[src/rtl/lvds_align_ctrl_if.sv]
`default_nettype none
// ============================================================================
// Module      : lvds_align_ctrl_if
// Description : Bundle of the sync-channel word stream, training control and
//               alignment status signals of the LVDS word-alignment controller.
//               master : word source and status consumer (deserializer side)
//               slave  : alignment controller
//   sync_word   [9:0]  deserialized sync-channel word
//   word_valid         one-cycle strobe per deserialized word
//   train_start        one-cycle pulse, (re)starts training
//   slip_offset [3:0]  word-boundary bit offset, 0..9
//   aligned            high while locked
//   align_fail         high while training has failed
//   frame_start        one-cycle frame-start pulse
//   line_start         one-cycle line-start pulse
//   state_dbg   [2:0]  encoded controller state
// Revision    : 1.0 - initial release
// ============================================================================
interface lvds_align_ctrl_if;
    logic [9:0] sync_word;
    logic       word_valid;
    logic       train_start;
    logic [3:0] slip_offset;
    logic       aligned;
    logic       align_fail;
    logic       frame_start;
    logic       line_start;
    logic [2:0] state_dbg;

    modport master (
        output sync_word, word_valid, train_start,
        input  slip_offset, aligned, align_fail, frame_start, line_start,
               state_dbg
    );

    modport slave (
        input  sync_word, word_valid, train_start,
        output slip_offset, aligned, align_fail, frame_start, line_start,
               state_dbg
    );
endinterface
`default_nettype wire

[src/rtl/lvds_align_ctrl.sv]
`default_nettype none
// ============================================================================
// Module      : lvds_align_ctrl
// Description : Word-alignment training controller for the 4-data + 1-sync
//               LVDS receiver. Steps the deserializer bit offset until the
//               sync channel shows the training word repeatedly, declares
//               lock, monitors for loss of alignment and decodes frame/line
//               start codes into single-cycle pulses.
// Ports       : clk_input  - word-domain clock
//               reset_n    - asynchronous active-low reset
//               bus        - lvds_align_ctrl_if.slave (word stream in,
//                            offset / status / sync pulses out)
// Revision    : 1.0 - initial release
// ============================================================================
module lvds_align_ctrl #(
    parameter logic [9:0]  TRAIN_PATTERN    = 10'h3A6,
    parameter logic [9:0]  FRAME_START_CODE = 10'h2AA,
    parameter logic [9:0]  LINE_START_CODE  = 10'h0AA,
    parameter int unsigned LOCK_COUNT       = 16,
    parameter int unsigned SETTLE_WORDS     = 4,
    parameter int unsigned LOSS_COUNT       = 8,
    parameter int unsigned MAX_SLIPS        = 20
) (
    input  wire              clk_input,
    input  wire              reset_n,
    lvds_align_ctrl_if.slave bus
);

    localparam logic [7:0] c_lock_cnt   = 8'(LOCK_COUNT);
    localparam logic [7:0] c_settle_cnt = 8'(SETTLE_WORDS);
    localparam logic [7:0] c_loss_cnt   = 8'(LOSS_COUNT);
    localparam logic [7:0] c_max_slips  = 8'(MAX_SLIPS);

    typedef enum logic [2:0] {
        IDLE   = 3'd0,
        SETTLE = 3'd1,
        CHECK  = 3'd2,
        SLIP   = 3'd3,
        LOCKED = 3'd4,
        FAIL   = 3'd5
    } state_t;

    state_t     state_q,       state_d;
    logic [3:0] slip_offset_q, slip_offset_d;
    logic [7:0] slip_cnt_q,    slip_cnt_d;
    logic [7:0] match_cnt_q,   match_cnt_d;
    logic [7:0] settle_cnt_q,  settle_cnt_d;
    logic [7:0] err_cnt_q,     err_cnt_d;
    logic       aligned_q,     aligned_d;
    logic       align_fail_q,  align_fail_d;
    logic       frame_start_q, frame_start_d;
    logic       line_start_q,  line_start_d;

    // Counters stop at all-ones so the >= thresholds can never be missed.
    function automatic logic [7:0] sat_inc(input logic [7:0] v);
        return (v == 8'hFF) ? v : v + 8'd1;
    endfunction

    always_comb begin
        state_d       = state_q;
        slip_offset_d = slip_offset_q;
        slip_cnt_d    = slip_cnt_q;
        match_cnt_d   = match_cnt_q;
        settle_cnt_d  = settle_cnt_q;
        err_cnt_d     = err_cnt_q;
        frame_start_d = 1'b0;
        line_start_d  = 1'b0;

        if (bus.train_start) begin
            // Restart overrides whatever the current word would have done.
            state_d       = SETTLE;
            slip_offset_d = 4'd0;
            slip_cnt_d    = 8'd0;
            match_cnt_d   = 8'd0;
            settle_cnt_d  = 8'd0;
            err_cnt_d     = 8'd0;
        end else begin
            unique case (state_q)
                IDLE: ;

                SETTLE: begin
                    if (bus.word_valid) begin
                        settle_cnt_d = sat_inc(settle_cnt_q);
                        if (settle_cnt_d >= c_settle_cnt) begin
                            state_d      = CHECK;
                            settle_cnt_d = 8'd0;
                            match_cnt_d  = 8'd0;
                        end
                    end
                end

                CHECK: begin
                    if (bus.word_valid) begin
                        if (bus.sync_word == TRAIN_PATTERN) begin
                            match_cnt_d = sat_inc(match_cnt_q);
                            if (match_cnt_d >= c_lock_cnt) begin
                                state_d   = LOCKED;
                                err_cnt_d = 8'd0;
                            end
                        end else begin
                            state_d = SLIP;
                        end
                    end
                end

                SLIP: begin
                    slip_offset_d = (slip_offset_q >= 4'd9) ? 4'd0
                                                            : slip_offset_q + 4'd1;
                    slip_cnt_d    = sat_inc(slip_cnt_q);
                    settle_cnt_d  = 8'd0;
                    state_d       = (slip_cnt_d >= c_max_slips) ? FAIL : SETTLE;
                end

                LOCKED: begin
                    if (bus.word_valid) begin
                        if (bus.sync_word == TRAIN_PATTERN) begin
                            err_cnt_d = 8'd0;
                        end else if (bus.sync_word == FRAME_START_CODE) begin
                            frame_start_d = 1'b1;
                            err_cnt_d     = 8'd0;
                        end else if (bus.sync_word == LINE_START_CODE) begin
                            line_start_d = 1'b1;
                            err_cnt_d    = 8'd0;
                        end else begin
                            err_cnt_d = sat_inc(err_cnt_q);
                            if (err_cnt_d >= c_loss_cnt) begin
                                // Retrain from the current offset with a
                                // fresh slip budget.
                                state_d      = SETTLE;
                                err_cnt_d    = 8'd0;
                                slip_cnt_d   = 8'd0;
                                settle_cnt_d = 8'd0;
                            end
                        end
                    end
                end

                FAIL: ;

                default: state_d = IDLE;
            endcase
        end

        // Status flags follow the state being entered so they appear
        // together with state_dbg.
        aligned_d    = (state_d == LOCKED);
        align_fail_d = (state_d == FAIL);
    end

    always_ff @(posedge clk_input or negedge reset_n) begin
        if (!reset_n) begin
            state_q       <= IDLE;
            slip_offset_q <= 4'd0;
            slip_cnt_q    <= 8'd0;
            match_cnt_q   <= 8'd0;
            settle_cnt_q  <= 8'd0;
            err_cnt_q     <= 8'd0;
            aligned_q     <= 1'b0;
            align_fail_q  <= 1'b0;
            frame_start_q <= 1'b0;
            line_start_q  <= 1'b0;
        end else begin
            state_q       <= state_d;
            slip_offset_q <= slip_offset_d;
            slip_cnt_q    <= slip_cnt_d;
            match_cnt_q   <= match_cnt_d;
            settle_cnt_q  <= settle_cnt_d;
            err_cnt_q     <= err_cnt_d;
            aligned_q     <= aligned_d;
            align_fail_q  <= align_fail_d;
            frame_start_q <= frame_start_d;
            line_start_q  <= line_start_d;
        end
    end

    assign bus.slip_offset = slip_offset_q;
    assign bus.aligned     = aligned_q;
    assign bus.align_fail  = align_fail_q;
    assign bus.frame_start = frame_start_q;
    assign bus.line_start  = line_start_q;
    assign bus.state_dbg   = state_q;

endmodule
`default_nettype wire
[src/flat_wrapper.sv]
// flat-port wrapper written by rule: the top's interface ports become plain ports
module lvds_align_ctrl_flat 
#(
    parameter logic [9:0]  TRAIN_PATTERN    = 10'h3A6,
    parameter logic [9:0]  FRAME_START_CODE = 10'h2AA,
    parameter logic [9:0]  LINE_START_CODE  = 10'h0AA,
    parameter int unsigned LOCK_COUNT       = 16,
    parameter int unsigned SETTLE_WORDS     = 4,
    parameter int unsigned LOSS_COUNT       = 8,
    parameter int unsigned MAX_SLIPS        = 20
)
  (clk_input, reset_n, bus_sync_word, bus_word_valid, bus_train_start, bus_slip_offset, bus_aligned, bus_align_fail, bus_frame_start, bus_line_start, bus_state_dbg);
  lvds_align_ctrl_if bus_i ();
  input  wire clk_input;
  input  wire reset_n;
  input wire logic [$bits(bus_i.sync_word)-1:0] bus_sync_word;
  input wire logic [$bits(bus_i.word_valid)-1:0] bus_word_valid;
  input wire logic [$bits(bus_i.train_start)-1:0] bus_train_start;
  output wire logic [$bits(bus_i.slip_offset)-1:0] bus_slip_offset;
  output wire logic [$bits(bus_i.aligned)-1:0] bus_aligned;
  output wire logic [$bits(bus_i.align_fail)-1:0] bus_align_fail;
  output wire logic [$bits(bus_i.frame_start)-1:0] bus_frame_start;
  output wire logic [$bits(bus_i.line_start)-1:0] bus_line_start;
  output wire logic [$bits(bus_i.state_dbg)-1:0] bus_state_dbg;
  assign bus_i.sync_word = bus_sync_word;
  assign bus_i.word_valid = bus_word_valid;
  assign bus_i.train_start = bus_train_start;
  assign bus_slip_offset = bus_i.slip_offset;
  assign bus_aligned = bus_i.aligned;
  assign bus_align_fail = bus_i.align_fail;
  assign bus_frame_start = bus_i.frame_start;
  assign bus_line_start = bus_i.line_start;
  assign bus_state_dbg = bus_i.state_dbg;
  lvds_align_ctrl #(.TRAIN_PATTERN(TRAIN_PATTERN), .FRAME_START_CODE(FRAME_START_CODE), .LINE_START_CODE(LINE_START_CODE), .LOCK_COUNT(LOCK_COUNT), .SETTLE_WORDS(SETTLE_WORDS), .LOSS_COUNT(LOSS_COUNT), .MAX_SLIPS(MAX_SLIPS)) u_core (.clk_input(clk_input), .reset_n(reset_n), .bus(bus_i));
endmodule
[config.mk]
export PLATFORM = sky130hd
export DESIGN_NAME = lvds_align_ctrl_flat
export DESIGN_NICKNAME = d
export VERILOG_FILES = /design/src/rtl/lvds_align_ctrl_if.sv /design/src/rtl/lvds_align_ctrl.sv /design/src/flat_wrapper.sv
export SDC_FILE = /design/constraint.sdc
export NUM_CORES = 1
export LEC_CHECK = 0
export BUFFER_PORTS_ARGS = -buffer_cell sky130_fd_sc_hd__buf_2
export CORE_UTILIZATION = 64
export CTS_CLUSTER_DIAMETER = 200
export DETAILED_ROUTE_END_ITERATION = 8
export GPL_ROUTABILITY_DRIVEN = 0
export PLACE_DENSITY = 0.86
export SETUP_SLACK_MARGIN = 0.2
export SYNTH_ARGS = -nofsm -noshare
export SYNTH_HDL_FRONTEND = slang
export SYNTH_SLANG_ARGS = --single-unit
[constraint.sdc]
create_clock -name clk_input -period 4.2 [get_ports clk_input]
set_input_delay 0.42 -clock clk_input [delete_from_list [all_inputs] [get_ports clk_input]]
set_output_delay 0.42 -clock clk_input [all_outputs]
set_load 0.01 [all_outputs]
== Word-level counts from Yosys, hierarchy flattened ==
Cells that the tools add are included.
Word-level totals
  input bits: 14
  output and inout bits: 11
  memories kept: 0
  memory bits (writable): 0
  latch bits: 0
  flip-flop bits (word level): 43
  word-level logic and storage cells: 113
  bits in read-only memories: 0
Operators by class
  order comparisons: 5
  equality and inequality tests: 24
  shift-type cells: 0
  multiply operators: 0
  reduce and logical (&&, ||, !) cells: 11
  mux-type cells: 58
  add/subtract/negate cells: 5
  bitwise gates (word level): 0
  div/mod/pow operators: 0
Operators with widths (count)
  $mux W8: 27
  $pmux W8 S2: 3
  $mux W3: 12
  $add A8 B1 Y8 const B: 4
  $eq A8 B8 Y1 const B: 4
  $pmux W8 S3: 1
  $eq A10 B10 Y1 const B: 2
  $ne A3 B3 Y1 const B: 6
  $ge A8 B5 Y1 const B: 2
  $pmux W3 S5: 1
  $eq A3 B3 Y1 const B: 4
  $mux W4: 3
  $ne A3 B2 Y1 const B: 4
  $mux W1: 11
  $eq A10 B8 Y1 const B: 1
  $reduce_and A5 Y1: 2
  $reduce_bool A3 Y1: 3
  $ge A8 B3 Y1 const B: 1
  $ge A8 B4 Y1 const B: 1
  $reduce_and A7 Y1: 1
  $eq A3 B2 Y1 const B: 2
  $reduce_and A6 Y1: 1
  $add A4 B1 Y4 const B: 1
  $ge A4 B4 Y1 const B: 1
  other kinds (5): 5

== Longest topological paths before layout ==
Gate-level depths: netlist of run 1.
  depth after elaboration: 11
  mapped depth: 8
  mapped depth without buffers: 8

== Worst setup path before layout of run 1 ==
Ideal clock, no wire load.
  path kind: input-to-reg
  start point: in u_core.match_cnt_q[0]
  end point: reg u_core.err_cnt_q[0]
  setup slack: 2062 ps
  data required time: 4072 ps
  arrival time: 2011 ps
  library setup time: 128 ps
  path buffers: 0
  stages: 8
  cells stage by stage: dfrtp_1 > ha_1 > and4_1 > nand2_1 > o22a_1 > o311a_4 > nor2_4 > mux2_1
Between the ends
  cells in the longest elaborated chain, start to end: 5
  elaborated cells on any way between the ends: 6
  classes of those cells: add/sub (1); order compare (1); eq/ne (2); mux (1); reduce/logical (1)
Ends and longest elaborated chain
  from (decl): line lvds_align_ctrl.sv:46  | logic [7:0] match_cnt_q, match_cnt_d;
  $add A8 B1 Y8 / $eq A8 B8 Y1 (equally long branches): line lvds_align_ctrl.sv:56  | return (v == 8'hFF) ? v : v + 8'd1;
  $mux W8 (*): line lvds_align_ctrl.sv:56
  $ge A8 B5 Y1 (*): line lvds_align_ctrl.sv:96  | if (match_cnt_d >= c_lock_cnt) begin
  $ne A3 B2 Y1 (no line) (*)
  $reduce_and A5 Y1 (no line) (*)
  to (signal assigned): line lvds_align_ctrl.sv:168  | err_cnt_q <= err_cnt_d;
  to (decl): line lvds_align_ctrl.sv:48  | logic [7:0] err_cnt_q, err_cnt_d;
Every way passes the cells marked *; elsewhere a longest branch is shown, timed or not.
A chain may end at the register's enable or synchronous reset.

== Worst setup path in the final report of run 1 ==
Ends and elaborated chain as after synthesis.

==> results.py, run 1 <==
metrics = {
    "run_status": {
        "status": "completed",
    },
    "detailed_routing": {
        "routed_wl_um": 5620,
        "route.detailed.drc": 0,
        "drt_iter0_markers": 263,
        "first_pass_iters": 4,
        "final_antenna_net_count": 0,
        "wl_per_cell_um": 16.1,
        "dr_total_vias": 2299,
        "vias_per_cell": 6.59,
    },
    "setup_path": {
        "cp_top_family": "simple AND/OR/NAND/NOR gates",
        "ff2ff_path_depth": 7,
        "worstPathMaxFanout": 7,
        "endpoint_kind": "register",
        "crit_path_start_kind": "register",
        "critPathArrivalTime_ns": 2.56,
        "worst-path-buf-inv": 0,
        "cp.depth": 7,
        "cp.required_ns": 4.39,
        "max_stage_delay_ns": 0.41,
        "cp_slowest_cell": "dfrtp_1",
        "crit_type": "reg2reg",
        "crit_chain": "ha_1, and4_1, nand2_1, o22a_1, o311a_4, nor2_4, mux2_1",
    },
    "logic_synthesis": {
        "synth_edf_count": 0,
        "synth_nets": 298,
        "ys_warn_count": 0,
        "async_flop_share": 1.00,
        "avgSynthCellArea_sq_um": 9.43,
        "yosys_register_bits": 43,
        "syn_area_sq_mm": 0.00261,
        "synth_cell_types": 65,
        "synth_top_area_share": 0.412,
        "syn_inst": 277,
        "synth_ff_type": "dfrtp_1",
        "synth_area_leaders": "dfrtp_1 41%, ha_1 3.4%, nor2_1 3.3%, nand3_1 3.1%, nand2_1 3.0%",
        "synth_area_leader_cell": "dfrtp_1",
        "yosysSeqAreaShare": 0.412,
    },
    "grt": {
        "grtUsageTotal": 0.291,
        "grt_pass1_wl_um": 9610,
        "gr-total-overflow": 0,
        "antenna_found_initial": 0,
        "grt_max_degree": 44,
        "grt_pass1_vias": 2124,
    },
    "timing": {
        "rsz0062_at_grt": "no",
        "clock_skew_ns": 0.00405,
        "setup_violations": 0,
        "setup_slack_ns": 1.83,
        "finalWorstPathRequiredPeriod_ns": 2.37,
        "relSlewSlack": 0.371,
        "hold_violations": 0,
        "finalSetupTns_ns": 0,
        "clock.fmax_ghz": 0.421,
        "min_period_over_period": 0.565,
        "timing.final.max_slew_violations": 0,
        "worstMarginPinSlew_ns": 0.943,
    },
    "power": {
        "p_leak_nw": 1.28,
        "ir_worst_vdd_mv": 0.203,
        "p_total_uw": 943,
        "p_per_area_mw_per_mm2": 326,
    },
    "floorplan": {
        "start_util": 0.688,
        "fp.dieW_um": 65.9,
        "die_y_um": 65.9,
        "boundaryPins": 25,
        "rows": 22,
        "dieArea_sq_mm": 0.00434,
        "core-area_sq_mm": 0.00380,
    },
    "placed_design": {
        "io_buffers": 24,
        "postPlaceCellArea_sq_mm": 0.00276,
        "dp_hpwl_um": 3840,
        "dp_worst_setup_slack_ns": 1.87,
    },
    "layout": {
        "most-common-layout-cells": "43 x dfrtp_1, 24 x buf_2, 23 x nor2_1",
        "area.growth.synth_to_final_pct": 10.6,
        "drive_above_1_share": 0.159,
        "fin_area_sq_mm": 0.00289,
        "fin_nets": 321,
        "layout_commonest_cell": "dfrtp_1",
        "fillers": 262,
        "diodes": 0,
    },
    "clocking": {
        "clock_latency_ns": 0.30,
        "cts_tree": "yes",
        "cts_made_buffers": 5,
        "ctsResizeCount": 0,
        "path_clk_slew_ns": 0.08,
        "clock_sinks": 43,
        "holdBufCountCts": 0,
        "post_cts_buffers": 0,
        "root_buffer": "clkbuf_8",
        "clk_path_buf_depth": 2,
        "cts_max_level": 2,
    },
    "flow_run": {
        "max_cap_violations": 0,
    },
    "hold_path": {
        "hold_path.class": "in2async",
    },
}
stage by stage:
step                      hold slack [ns]   util  cells
after floorplan                     0.124      -    277
after global placement              0.516  0.726    341
after detailed placement            0.521  0.726    341
after CTS                           0.296  0.761    349
after global routing                0.348  0.761    349
final                               0.248  0.761    349
power breakdown:
group	internal, mW	leakage, nW	switching [mW]
Clock	0.238	0.0654	0.146
Sequential	0.427	0.593	0.0223
Combinational	0.0439	0.623	0.0660
Total	0.709	1.28	0.234
final timing paths:
path / start / endpoint / slack [ns]
hold reg to reg: u_core.settle_cnt_q[3] / u_core.settle_cnt_q[3] / 0.54
min in group clk_input: bus_train_start / u_core.bus.state_dbg[1] / 0.45
max in group asynchronous: reset_n / u_core.slip_cnt_q[6] / 3.35
hold / removal: reset_n / u_core.err_cnt_q[6] / 0.25
setup / recovery: u_core.match_cnt_q[0] / u_core.err_cnt_q[0] / 1.83
setup reg to reg: u_core.match_cnt_q[0] / u_core.err_cnt_q[0] / 1.83
kinds of logic after synthesis:
group / after synthesis / synth area share
muxes: 6 / 0.0244
DFF: 43 / 0.412
AOI/OAI and AO/OA: 75 / 0.211
and+or+nand+nor: 123 / 0.273
adders and majority gates: 7 / 0.0335
buffers and inverters: 17 / 0.0263
xor gates and xnor gates: 6 / 0.0201
flip-flops by register name, indices dropped and copies added (netlist names):
signal / flops
u_core.bus.align_fail: 1
u_core.bus.aligned: 1
u_core.bus.frame_start: 1
u_core.bus.line_start: 1
u_core.bus.slip_offset: 4
u_core.bus.state_dbg: 3
u_core.err_cnt_q: 8
u_core.match_cnt_q: 8
u_core.settle_cnt_q: 8
u_core.slip_cnt_q: 8
cell type report:
type                    count  area, sq um  area share
well taps                  48         60.1      0.0208
clock inverters             2         60.1      0.0208
repair buffers             24          120      0.0416
clock buffers               6         72.6      0.0251
flip-flops and latches     43         1080       0.372
inverters                   9         33.8      0.0117
multi-input cells         217         1470       0.508
layer usage:
layer,global-route usage,wire [um]
met2,0.468,2670
met1,0.392,2430
met4,0.0978,97
met5,0,0
met3,0.0569,416
Yosys cell counts (3+ instances only):
cell type	number
a21oi_1	13
nand3_1	16
dfrtp_1	43
nand2b_1	7
clkbuf_1	4
o22ai_1	3
a31oi_1	8
xor2_1	4
nand2_1	21
and2_1	5
a2bb2oi_1	3
and3_1	3
nor2_1	23
ha_1	7
or2_2	4
buf_2	4
o21a_1	3
inv_1	9
nand3b_1	3
nor2b_1	9
and4_1	3
mux2i_1	3
a21o_1	3
nor3_1	9
nand4_1	5
o21ai_0	12
Power figures use the tool's default switching activity.
==> inputs of run 2 (changes only) <==
CORE_UTILIZATION = 59   (was 64)
PLACE_DENSITY = 0.8   (was 0.86)
clock period = 2.41 ns   (was 4.2 ns; I/O delays follow)
==> run 2 against run 1 <==
Effect of this change:
- die area increased by 8.2%
- final area increased by 4.3%
- largest cell class unchanged
- clock-buffer cell count increased by 2
- largest power group unchanged
- register-to-register slack got worse by 1.6 ns
==> results.py, run 2 (synthesis gave the netlist of run 1 again) <==
metrics = {
    "clocking": {
        "clock_sinks": 43,
        "cts_tree": "yes",
        "clk_path_buf_depth": 2,
        "root_buffer": "clkbuf_8",
        "cts_max_level": 2,
        "cts_made_buffers": 5,
        "clock_latency_ns": 0.30,
        "holdBufCountCts": 0,
        "path_clk_slew_ns": 0.08,
    },
    "setup_path": {
        "max_stage_delay_ns": 0.41,
        "worst-path-buf-inv": 0,
        "endpoint_kind": "register",
        "crit_chain": "ha_4, and4_4, nand2_1, o22a_1, o311a_4, nor2_4, mux2_1",
        "cp_top_family": "compound AO/OA/AOI/OAI gates",
        "cp.required_ns": 2.59,
        "crit_path_start_kind": "register",
        "critPathArrivalTime_ns": 2.35,
        "cp_slowest_cell": "dfrtp_2",
        "crit_type": "reg2reg",
        "reg2reg_slack_ns": 0.24,
        "worstPathMaxFanout": 6,
    },
    "grt": {
        "grtUsageTotal": 0.278,
        "antenna_found_initial": 0,
        "grt_pass1_vias": 2150,
        "grt_pass1_wl_um": 9570,
        "grt_max_degree": 44,
        "gr-total-overflow": 0,
    },
    "detailed_routing": {
        "drt_iter0_markers": 152,
        "dr_total_vias": 2295,
        "wl_per_cell_um": 16.7,
        "final_antenna_net_count": 0,
        "vias_per_cell": 6.29,
        "routed_wl_um": 6090,
        "first_pass_iters": 5,
        "route.detailed.drc": 0,
    },
    "timing": {
        "hold_violations": 0,
        "clock_skew_ns": 0.00830,
        "rsz0062_at_grt": "no",
        "finalSetupTns_ns": 0,
        "min_period_over_period": 0.899,
        "clock.fmax_ghz": 0.462,
        "worstMarginPinSlew_ns": 0.961,
        "setup_violations": 0,
        "timing.final.max_slew_violations": 0,
        "finalWorstPathRequiredPeriod_ns": 2.17,
        "relSlewSlack": 0.359,
    },
    "layout": {
        "fillers": 307,
        "fin_nets": 335,
        "multi_input_area_sq_mm": 0.00152,
        "diodes": 0,
        "drive_above_1_share": 0.225,
        "area.growth.synth_to_final_pct": 15.4,
        "most-common-layout-cells": "42 x dfrtp_1, 24 x buf_2, 22 x nor2_1",
        "layout_commonest_cell": "dfrtp_1",
        "seqCellArea_sq_mm": 0.00108,
    },
    "floorplan": {
        "dieArea_sq_mm": 0.00470,
        "fp.dieW_um": 68.5,
        "boundaryPins": 25,
        "rows": 23,
        "core-area_sq_mm": 0.00412,
        "die_y_um": 68.5,
        "start_util": 0.635,
    },
    "hold_path": {
        "hold_path.class": "in2async",
    },
    "placed_design": {
        "dp_hpwl_um": 4060,
        "io_buffers": 24,
    },
    "power": {
        "ir_worst_vdd_mv": 0.341,
        "p_leak_nw": 1.34,
        "p_per_area_mw_per_mm2": 498,
        "p_total_mw": 1.50,
    },
    "run_status": {
        "status": "completed",
    },
    "flow_run": {
        "max_cap_violations": 0,
    },
}
[run 2: cell types whose count changed in the layout (fill, tap and decap cells not counted), sizes merged]
cell / before / now
buf: 24 / 38
bufinv: 2 / 0
clkbuf: 6 / 8
[run 2: area by class of cell]
type,count,share of cell area
repair buffers,38,0.0747
well taps,50,0.0207
flip-flops and latches,43,0.357
multi-input cells,217,0.503
clock buffers,8,0.0332
inverters,9,0.0112
[run 2: what timing repair did]
| item | 4_1_cts | 5_1_grt |
|---|---|---|
| pin swaps | 1 | 5 |
| buffers inserted | 1 | 7 |
| setup endpoints to repair | 2 | 12 |
| gates resized for setup | 3 | 9 |
[run 2: per-stage QoR]
stage	hold slack, ns	instances	utilization	cell area (sq um)	setup slack (ns)
floorplan	-0.0546	277	-	2610	0.272
global placement	0.442	349	0.682	2810	0.188
detailed placement	0.446	349	0.682	2810	0.101
CTS	0.120	358	0.711	2930	0.205
global route	0.172	365	0.733	3020	0.177
finish	0.0909	365	0.733	3020	0.244
[run 2: worst paths after layout]
| kind | from | end | cells after the start |
|---|---|---|---|
| hold / removal | reset_n | u_core.err_cnt_q[6] | 1 |
| max in group asynchronous | reset_n | u_core.match_cnt_q[1] | 1 |
| setup reg to reg | u_core.match_cnt_q[1] | u_core.err_cnt_q[0] | 7 |
| min in group clk_input | bus_sync_word[9] | u_core.bus.frame_start | 2 |
| hold reg to reg | u_core.settle_cnt_q[6] | u_core.settle_cnt_q[6] | 1 |
| setup / recovery | u_core.match_cnt_q[1] | u_core.err_cnt_q[0] | 7 |
[run 2: per-layer routing]
| metal | track usage | wire length (um) | vias up |
|---|---|---|---|
| met1 | 0.346 | 2660 | 1105 |
| met5 | 0 | 0 | - |
| met3 | 0.0526 | 302 | 9 |
| met4 | 0.146 | 93 | 0 |
| li1 | - | - | 1105 |
| met2 | 0.456 | 3030 | 76 |
[run 2: where the power goes]
| group | leakage [nW] | switching, mW | internal [mW] | total [mW] |
|---|---|---|---|---|
| sequential | 0.592 | 0.0356 | 0.745 | 0.780 |
| combinational | 0.701 | 0.130 | 0.0915 | 0.221 |
| clock | 0.0515 | 0.239 | 0.262 | 0.501 |
